## config.mk

```make
export PLATFORM = sky130hd
export DESIGN_NAME = ram_port_ctrl
export DESIGN_NICKNAME = d
export VERILOG_FILES = /design/src/rtl/ram_port_pkg.sv /design/src/rtl/ram_port_burst_ctr.sv /design/src/rtl/ram_port_ctrl.sv
export SDC_FILE = /design/constraint.sdc
export NUM_CORES = 1
export LEC_CHECK = 0
export ABC_AREA = 1
export CAP_MARGIN = 0
export CORE_MARGIN = 3
export CORE_UTILIZATION = 47
export CTS_BUF_LIST = sky130_fd_sc_hd__clkbuf_4 sky130_fd_sc_hd__clkbuf_8
export CTS_CLUSTER_SIZE = 14
export DETAILED_ROUTE_END_ITERATION = 10
export PLACE_DENSITY = 0.95
export SYNTH_ARGS = -nofsm -noshare
export SYNTH_HDL_FRONTEND = slang
export SYNTH_SLANG_ARGS = --single-unit
```

## constraint.sdc

```tcl
create_clock -name CLK -period 2.23 [get_ports CLK]
set_input_delay 0.446 -clock CLK [delete_from_list [all_inputs] [get_ports CLK]]
set_output_delay 0.446 -clock CLK [all_outputs]
set_load 0.01 [all_outputs]
```

## src/rtl/ram_port_pkg.sv

```systemverilog
// Shared definitions for the RAM port controller.
// Optional build macro: RAM_PORT_CLEAR_EN (zero-fill sweep of the RAM after reset).
package ram_port_pkg;

    localparam int ADDR_W_DEF    = 6;
    localparam int DATA_W_DEF    = 16;
    localparam int MAX_BURST_DEF = 8;
    localparam int LEN_W_DEF     = $clog2(MAX_BURST_DEF);

    // Controller states; INIT is only reachable when RAM_PORT_CLEAR_EN is defined.
    typedef enum logic [2:0] {
        IDLE = 3'd0,
        WR   = 3'd1,
        RD   = 3'd2,
        RSP  = 3'd3,
        INIT = 3'd4
    } state_t;

endpackage

```

## src/rtl/ram_port_burst_ctr.sv

```systemverilog
// Burst address generator: word address with wrap-around increment plus a
// down-counter of remaining beats. 'last' is high when no beats remain after
// the current one.
module ram_port_burst_ctr
    import ram_port_pkg::*;
#(
    parameter int ADDR_W = ADDR_W_DEF,
    parameter int LEN_W  = LEN_W_DEF
) (
    input  logic              clk,
    input  logic              srst,
    input  logic              load,
    input  logic [ADDR_W-1:0] load_addr,
    input  logic [LEN_W-1:0]  load_len,
    input  logic              step,
    output logic [ADDR_W-1:0] addr,
    output logic              last
);

    logic [ADDR_W-1:0] addr_reg;
    logic [LEN_W-1:0]  beats_left_reg;

    // Load start address/length on accept; advance one word per step.
    // The address wraps naturally at 2^ADDR_W; the beat counter saturates at 0
    // so the zero-fill sweep can reuse the address path without disturbing it.
    always_ff @(posedge clk) begin
        if (srst) begin
            addr_reg       <= '0;
            beats_left_reg <= '0;
        end else if (load) begin
            addr_reg       <= load_addr;
            beats_left_reg <= load_len;
        end else if (step) begin
            addr_reg <= addr_reg + ADDR_W'(1);
            if (beats_left_reg != '0) begin
                beats_left_reg <= beats_left_reg - LEN_W'(1);
            end
        end
    end

    assign addr = addr_reg;
    assign last = (beats_left_reg == '0);

endmodule

```

## src/rtl/ram_port_ctrl.sv

```systemverilog
// Initiator-side controller for a single-port word RAM. Accepts single-word
// writes and incrementing read bursts on a valid/ready request channel and
// returns read words on a valid/ready response channel. All MEM_* pins come
// straight from registers, so no request/response input reaches the RAM pins
// combinationally.
// Optional build macro: RAM_PORT_CLEAR_EN -- after reset, sweep zeros into
// every RAM word before accepting requests.
module ram_port_ctrl
    import ram_port_pkg::*;
#(
    parameter  int ADDR_W    = ADDR_W_DEF,
    parameter  int DATA_W    = DATA_W_DEF,
    parameter  int MAX_BURST = MAX_BURST_DEF,
    localparam int LEN_W     = $clog2(MAX_BURST)
) (
    input  logic              CLK,
    input  logic              RST,
    input  logic              REQ_VALID,
    output logic              REQ_READY,
    input  logic              REQ_WE,
    input  logic [ADDR_W-1:0] REQ_ADDR,
    input  logic [DATA_W-1:0] REQ_WDATA,
    input  logic [LEN_W-1:0]  REQ_LEN,
    output logic              RSP_VALID,
    input  logic              RSP_READY,
    output logic [DATA_W-1:0] RSP_DATA,
    output logic              RSP_LAST,
    output logic              MEM_E,
    output logic              MEM_W,
    output logic              MEM_R,
    output logic [ADDR_W-1:0] MEM_ADDR,
    output logic [DATA_W-1:0] MEM_D,
    input  logic [DATA_W-1:0] MEM_Q
);

    state_t            state_reg;
    logic [DATA_W-1:0] wdata_reg;
    logic              mem_e_reg;
    logic              mem_w_reg;
    logic              mem_r_reg;
    logic              rsp_valid_reg;
    logic [DATA_W-1:0] rsp_data_reg;
    logic              rsp_last_reg;

    logic              init_pending;
    logic              accept;
    logic              ctr_load;
    logic              ctr_step;
    logic [ADDR_W-1:0] ctr_addr;
    logic              ctr_last;

`ifdef RAM_PORT_CLEAR_EN
    logic init_pending_reg;

    // Remember that a zero-fill sweep is owed; set by reset, cleared on entering INIT.
    always_ff @(posedge CLK) begin
        if (RST) begin
            init_pending_reg <= 1'b1;
        end else if (state_reg == IDLE) begin
            init_pending_reg <= 1'b0;
        end
    end

    assign init_pending = init_pending_reg;
`else
    assign init_pending = 1'b0;
`endif

    // Requests are only taken in IDLE, never while reset is asserted or a sweep is owed.
    assign REQ_READY = (state_reg == IDLE) && !init_pending && !RST;
    assign accept    = REQ_READY && REQ_VALID;

    // Address counter loads on every accept; steps between burst beats and during the sweep.
    assign ctr_load = accept;
    assign ctr_step = !RST &&
                      (((state_reg == RSP) && RSP_READY && !ctr_last) ||
                       (state_reg == INIT));

    ram_port_burst_ctr #(
        .ADDR_W (ADDR_W),
        .LEN_W  (LEN_W)
    ) u_burst_ctr (
        .clk       (CLK),
        .srst      (RST),
        .load      (ctr_load),
        .load_addr (REQ_ADDR),
        .load_len  (REQ_LEN),
        .step      (ctr_step),
        .addr      (ctr_addr),
        .last      (ctr_last)
    );

    // Main controller FSM; RAM strobes and response fields are registered alongside the state.
    always_ff @(posedge CLK) begin
        if (RST) begin
            state_reg     <= IDLE;
            wdata_reg     <= '0;
            mem_e_reg     <= 1'b0;
            mem_w_reg     <= 1'b0;
            mem_r_reg     <= 1'b0;
            rsp_valid_reg <= 1'b0;
            rsp_data_reg  <= '0;
            rsp_last_reg  <= 1'b0;
        end else begin
            case (state_reg)
                IDLE: begin
                    if (init_pending) begin
                        // Sweep writes zeros starting from address 0 (counter was reset).
                        state_reg <= INIT;
                        wdata_reg <= '0;
                        mem_e_reg <= 1'b1;
                        mem_w_reg <= 1'b1;
                        mem_r_reg <= 1'b0;
                    end else if (accept) begin
                        wdata_reg <= REQ_WDATA;
                        mem_e_reg <= 1'b1;
                        if (REQ_WE) begin
                            state_reg <= WR;
                            mem_w_reg <= 1'b1;
                            mem_r_reg <= 1'b0;
                        end else begin
                            state_reg <= RD;
                            mem_w_reg <= 1'b0;
                            mem_r_reg <= 1'b1;
                        end
                    end
                end

                WR: begin
                    // RAM stores on this edge; writes produce no response.
                    state_reg <= IDLE;
                    mem_e_reg <= 1'b0;
                    mem_w_reg <= 1'b0;
                end

                RD: begin
                    // Capture the RAM's combinational output on the closing edge.
                    rsp_data_reg  <= MEM_Q;
                    rsp_last_reg  <= ctr_last;
                    rsp_valid_reg <= 1'b1;
                    mem_e_reg     <= 1'b0;
                    mem_r_reg     <= 1'b0;
                    state_reg     <= RSP;
                end

                RSP: begin
                    // Hold the beat (and keep the RAM idle) until the consumer takes it.
                    if (RSP_READY) begin
                        rsp_valid_reg <= 1'b0;
                        if (!ctr_last) begin
                            state_reg <= RD;
                            mem_e_reg <= 1'b1;
                            mem_r_reg <= 1'b1;
                        end else begin
                            state_reg <= IDLE;
                        end
                    end
                end

                INIT: begin
                    // One zero word per cycle; leave once the top address has been written.
                    if (ctr_addr == '1) begin
                        state_reg <= IDLE;
                        mem_e_reg <= 1'b0;
                        mem_w_reg <= 1'b0;
                    end
                end

                default: begin
                    state_reg <= IDLE;
                    mem_e_reg <= 1'b0;
                    mem_w_reg <= 1'b0;
                    mem_r_reg <= 1'b0;
                end
            endcase
        end
    end

    assign MEM_E     = mem_e_reg;
    assign MEM_W     = mem_w_reg;
    assign MEM_R     = mem_r_reg;
    assign MEM_ADDR  = ctr_addr;
    assign MEM_D     = wdata_reg;
    assign RSP_VALID = rsp_valid_reg;
    assign RSP_DATA  = rsp_data_reg;
    assign RSP_LAST  = rsp_last_reg;

endmodule

```

==> flow_results.org <==
** Power
- Dividing total power by cell area gives a power density of 1090 mW/mm².
- Worst-case vdd ir drop :: 0.492 mV
- For this design the static power due to leakage is 1.37 nW.

** Min path
- Start point of the worst min-delay path :: MEM_D[3]
- Along the worst hold path, the cell count comes to 2.
- The tightest min-delay check is of the flop to flop type.
- Worst Hold End :: MEM_D[3]

** Clock tree
- Clk sinks :: 48
- # Post-CTS Setup Buffers :: 0
- Clock-pin slew was measured on the worst setup and hold paths at 0.08 ns.
- TritonCTS clock tree :: done
- Number of clock buffers inserted by TritonCTS :: 5
- Clock Tree Root :: sky130_fd_sc_hd__clkbuf_8
- Total of hold buffers inserted after clock tree synthesis :: 0
- Buffer depth of the longest clock path :: 2
- Clock latency of the later-clocked register in the worst-skew pair :: 0.30 ns
- In this run the number of H-tree levels came out at 2.
- Once the clock tree was built, the resizer swapped 0 gates to a different size.

** STA
- Timing would allow up to 480 MHz.
- The final number of hold-violating endpoints is 0.
- Rel. slew slack :: 70.3%
- The clock arrives with 0.0103 ns of skew.
- The number of pins exceeding their max-slew limit in the final report came to 0.
- Summed over all failing endpoints, the final setup total negative slack is 0 ns.
- Setup violations remaining at the end of the flow were counted as 0.
- The tightest hold path in the finished design has a slack of 0.464 ns.
- Slew at the pin closest to its max-slew limit :: 0.443 ns
- After layout, the worst path uses 93.4% of the clock period.
- Time the worst path needs with I/O delays and setup :: 2.08 ns
- RSZ-0062 raised after global routing :: false

** Final layout
- Post-synthesis to final-layout area growth :: 49.7%
- Commonest non-fill, non-tap cells in the layout :: sky130_fd_sc_hd__clkdlybuf4s50_1 (89), sky130_fd_sc_hd__nand2_1 (66), sky130_fd_sc_hd__nor2_1 (61), sky130_fd_sc_hd__dfxtp_1 (48), sky130_fd_sc_hd__o21ai_0 (27)
- The final layout contains 434 nets.
- Cells with a size suffix above 1 make up 6.82% of the layout.
- 0 antenna diodes ended up in the layout.
- Most common library cell in the layout ignoring fill and taps :: sky130_fd_sc_hd__clkdlybuf4s50_1

** Route
- In the routed layout, each cell is associated on average with a via count of 4.98.
- The first detailed-routing pass took 4 iterations.
- After detailed routing, the total wire length is 5530 µm.
- Once detail routing completed, the nets flagged for antenna violations numbered 0.
- Initial DRC Count :: 117
- Total number of vias :: 2147
- For this run, design rule violations remaining after detail routing come to 0.
- After detailed routing, the average wire length per cell comes to 12.8 µm.

** Die
- Total Die Area :: 0.00530 mm²
- Pin placement for this block handled 90 I/O pins.
- Rows :: 23
- Die Height :: 72.8 µm
- The floorplan step defined a core boundary enclosing 0.00414 mm².
- From left edge to right edge, the die measures 72.8 µm.
- Initial Util :: 50.6%

** Synthesis
- Counting flops and latches in the post-synthesis netlist gives 48.
- The average instance in the mapped netlist occupies 7.24 µm².
- Synthesis produced 290 cells.
- The number of nets handed over by synthesis was 344.
- Summing every instance area after synthesis gives 0.00210 mm².
- Count of warnings emitted by yosys :: 0
- Sequential cell area fraction in the yosys report :: 45.8%
- After synthesis, the netlist uses 23 different library cells.

** Setup path
- Largest incremental delay on the critical path :: 0.54 ns
- In this run the register-to-register setup slack is 0.40 ns.
- Critical Path Start :: state_reg[1]
- The critical path is of the flop to output port type.
- Kind of end point of the critical path :: output port
- Startpoint of the worst-slack reg-to-reg timing path :: state_reg[0]
- Endpoint arrival time on the critical path :: 1.64 ns
- Of all nets on the critical path, the largest fanout is 4.
- Traced cell by cell, the critical path runs through inv_1 -> ha_4 -> inv_1 -> nor2_1 -> clkdlybuf4s50_1.
- Most frequent cell on the critical path :: sky130_fd_sc_hd__inv_1
- Required @ worst endpoint :: 1.78 ns
- Measured in cells, the most critical reg-to-reg path has a length of 6.
- In this run the critical register-to-register path is captured at state_reg[0].
- Among all stages on the critical path, the largest delay is contributed by sky130_fd_sc_hd__clkdlybuf4s50_1.
- The worst setup path is launched from a flop.

** Placed design
- Number of buffer cells added on primary ports :: 89
- GP Congestion :: 0.881
- Detailed placement ended at an HPWL of 4160 µm.

** Global route
- Global router's overall resource usage :: 21.9%
- Entering global routing, the biggest net connects 29 pins.
- The number of antenna violations at the first check in global routing was 0.
- Total overflow reported by the global router :: 0
- The via count of the first global-routing pass was 2116.
- The first global-routing pass estimated 9320 µm of wire.

** Flow run
- Max-cap violations :: 0

** Outcome
- Outcome :: finished clean
[metal layers]
layer,GRT usage [%],vias up,routed length (µm)
met5,0,-,0
met4,6.35,0,60
met3,4.13,5,248
met2,39.8,54,2820
met1,26.1,983,2400
li1,-,1105,-
[report_power, final]
| part | leakage (nW) | internal, mW | switching, mW | total, mW |
|---|---|---|---|---|
| sequential | 0.395 | 1.12 | 0.152 | 1.27 |
| combinational | 0.932 | 0.784 | 0.830 | 1.61 |
| clock | 0.0479 | 0.264 | 0.283 | 0.548 |
| total | 1.37 | 2.16 | 1.27 | 3.43 |
[worst max-delay path, delay by kind of cell (launching register included)]
kind	cells	cell delay, ns
buf+inv	3	0.74
flops	1	0.34
fa+ha+maj	1	0.18
simple gates	1	0.08
[cell families after synthesis]
family | Yosys count | share of synthesized area, %
compound gates | 42 | 10.8
xor+xnor | 1 | 0.417
fa+ha+maj | 8 | 4.77
buf+inv | 31 | 6.50
flops | 48 | 45.8
simple gates | 160 | 31.7
[worst max-delay path by stage]
stage / endpoint / cells past startpoint
4_1_cts: REQ_READY / 5
3_5_place_dp: REQ_READY / 3
2_1_floorplan: u_burst_ctr.addr[4] / 7
3_3_place_gp: REQ_READY / 3
5_1_grt: REQ_READY / 5
6_report: REQ_READY / 5
[synth_stat cells]
cell type                  number  area, µm²
sky130_fd_sc_hd__o21ai_0       27        135
sky130_fd_sc_hd__nand2_1       66        248
sky130_fd_sc_hd__buf_6          2       22.5
sky130_fd_sc_hd__nor4_2         1       12.5
sky130_fd_sc_hd__or2_2          2       12.5
sky130_fd_sc_hd__o211ai_1       1       7.51
sky130_fd_sc_hd__nor3_1         2       10.0
sky130_fd_sc_hd__dfxtp_1       48        961
sky130_fd_sc_hd__nand2_2        1       6.26
sky130_fd_sc_hd__nand3_1       26        130
sky130_fd_sc_hd__xnor2_1        1       8.76
sky130_fd_sc_hd__a21oi_1       10       50.1
sky130_fd_sc_hd__nor2_1        61        229
sky130_fd_sc_hd__buf_2          2       10.0
sky130_fd_sc_hd__ha_1           8        100
sky130_fd_sc_hd__clkinv_1       1       3.75
sky130_fd_sc_hd__inv_2          2       7.51
sky130_fd_sc_hd__inv_1         16       60.1
sky130_fd_sc_hd__o21bai_1       1       7.51
sky130_fd_sc_hd__o21ai_2        3       26.3
sky130_fd_sc_hd__clkbuf_1       7       26.3
sky130_fd_sc_hd__inv_4          1       6.26
sky130_fd_sc_hd__nand3_4        1       17.5
[stage by stage]
stage	util, %	setup slack, ns	area [µm²]	std cells	power [mW]
final	75.8	0.147	3140	431	3.43
after floorplan	-	0.839	2100	290	2.16
after global routing	75.8	0.0260	3140	431	3.70
after detailed placement	73.1	0.207	3030	423	2.87
after global placement	73.1	0.212	3030	423	2.82
after CTS	75.5	0.0237	3130	431	3.42
[final cells by class]
type,instances,area [µm²]
fillers,332,1000
multi-input cells,211,1010
flip-flops and latches,48,961
clock buffers,7,90.1
well taps,50,62.6
inverters,20,77.6
repair buffers,94,928
clock inverters,1,7.51
No activity file was read; power rests on OpenSTA's default activity.
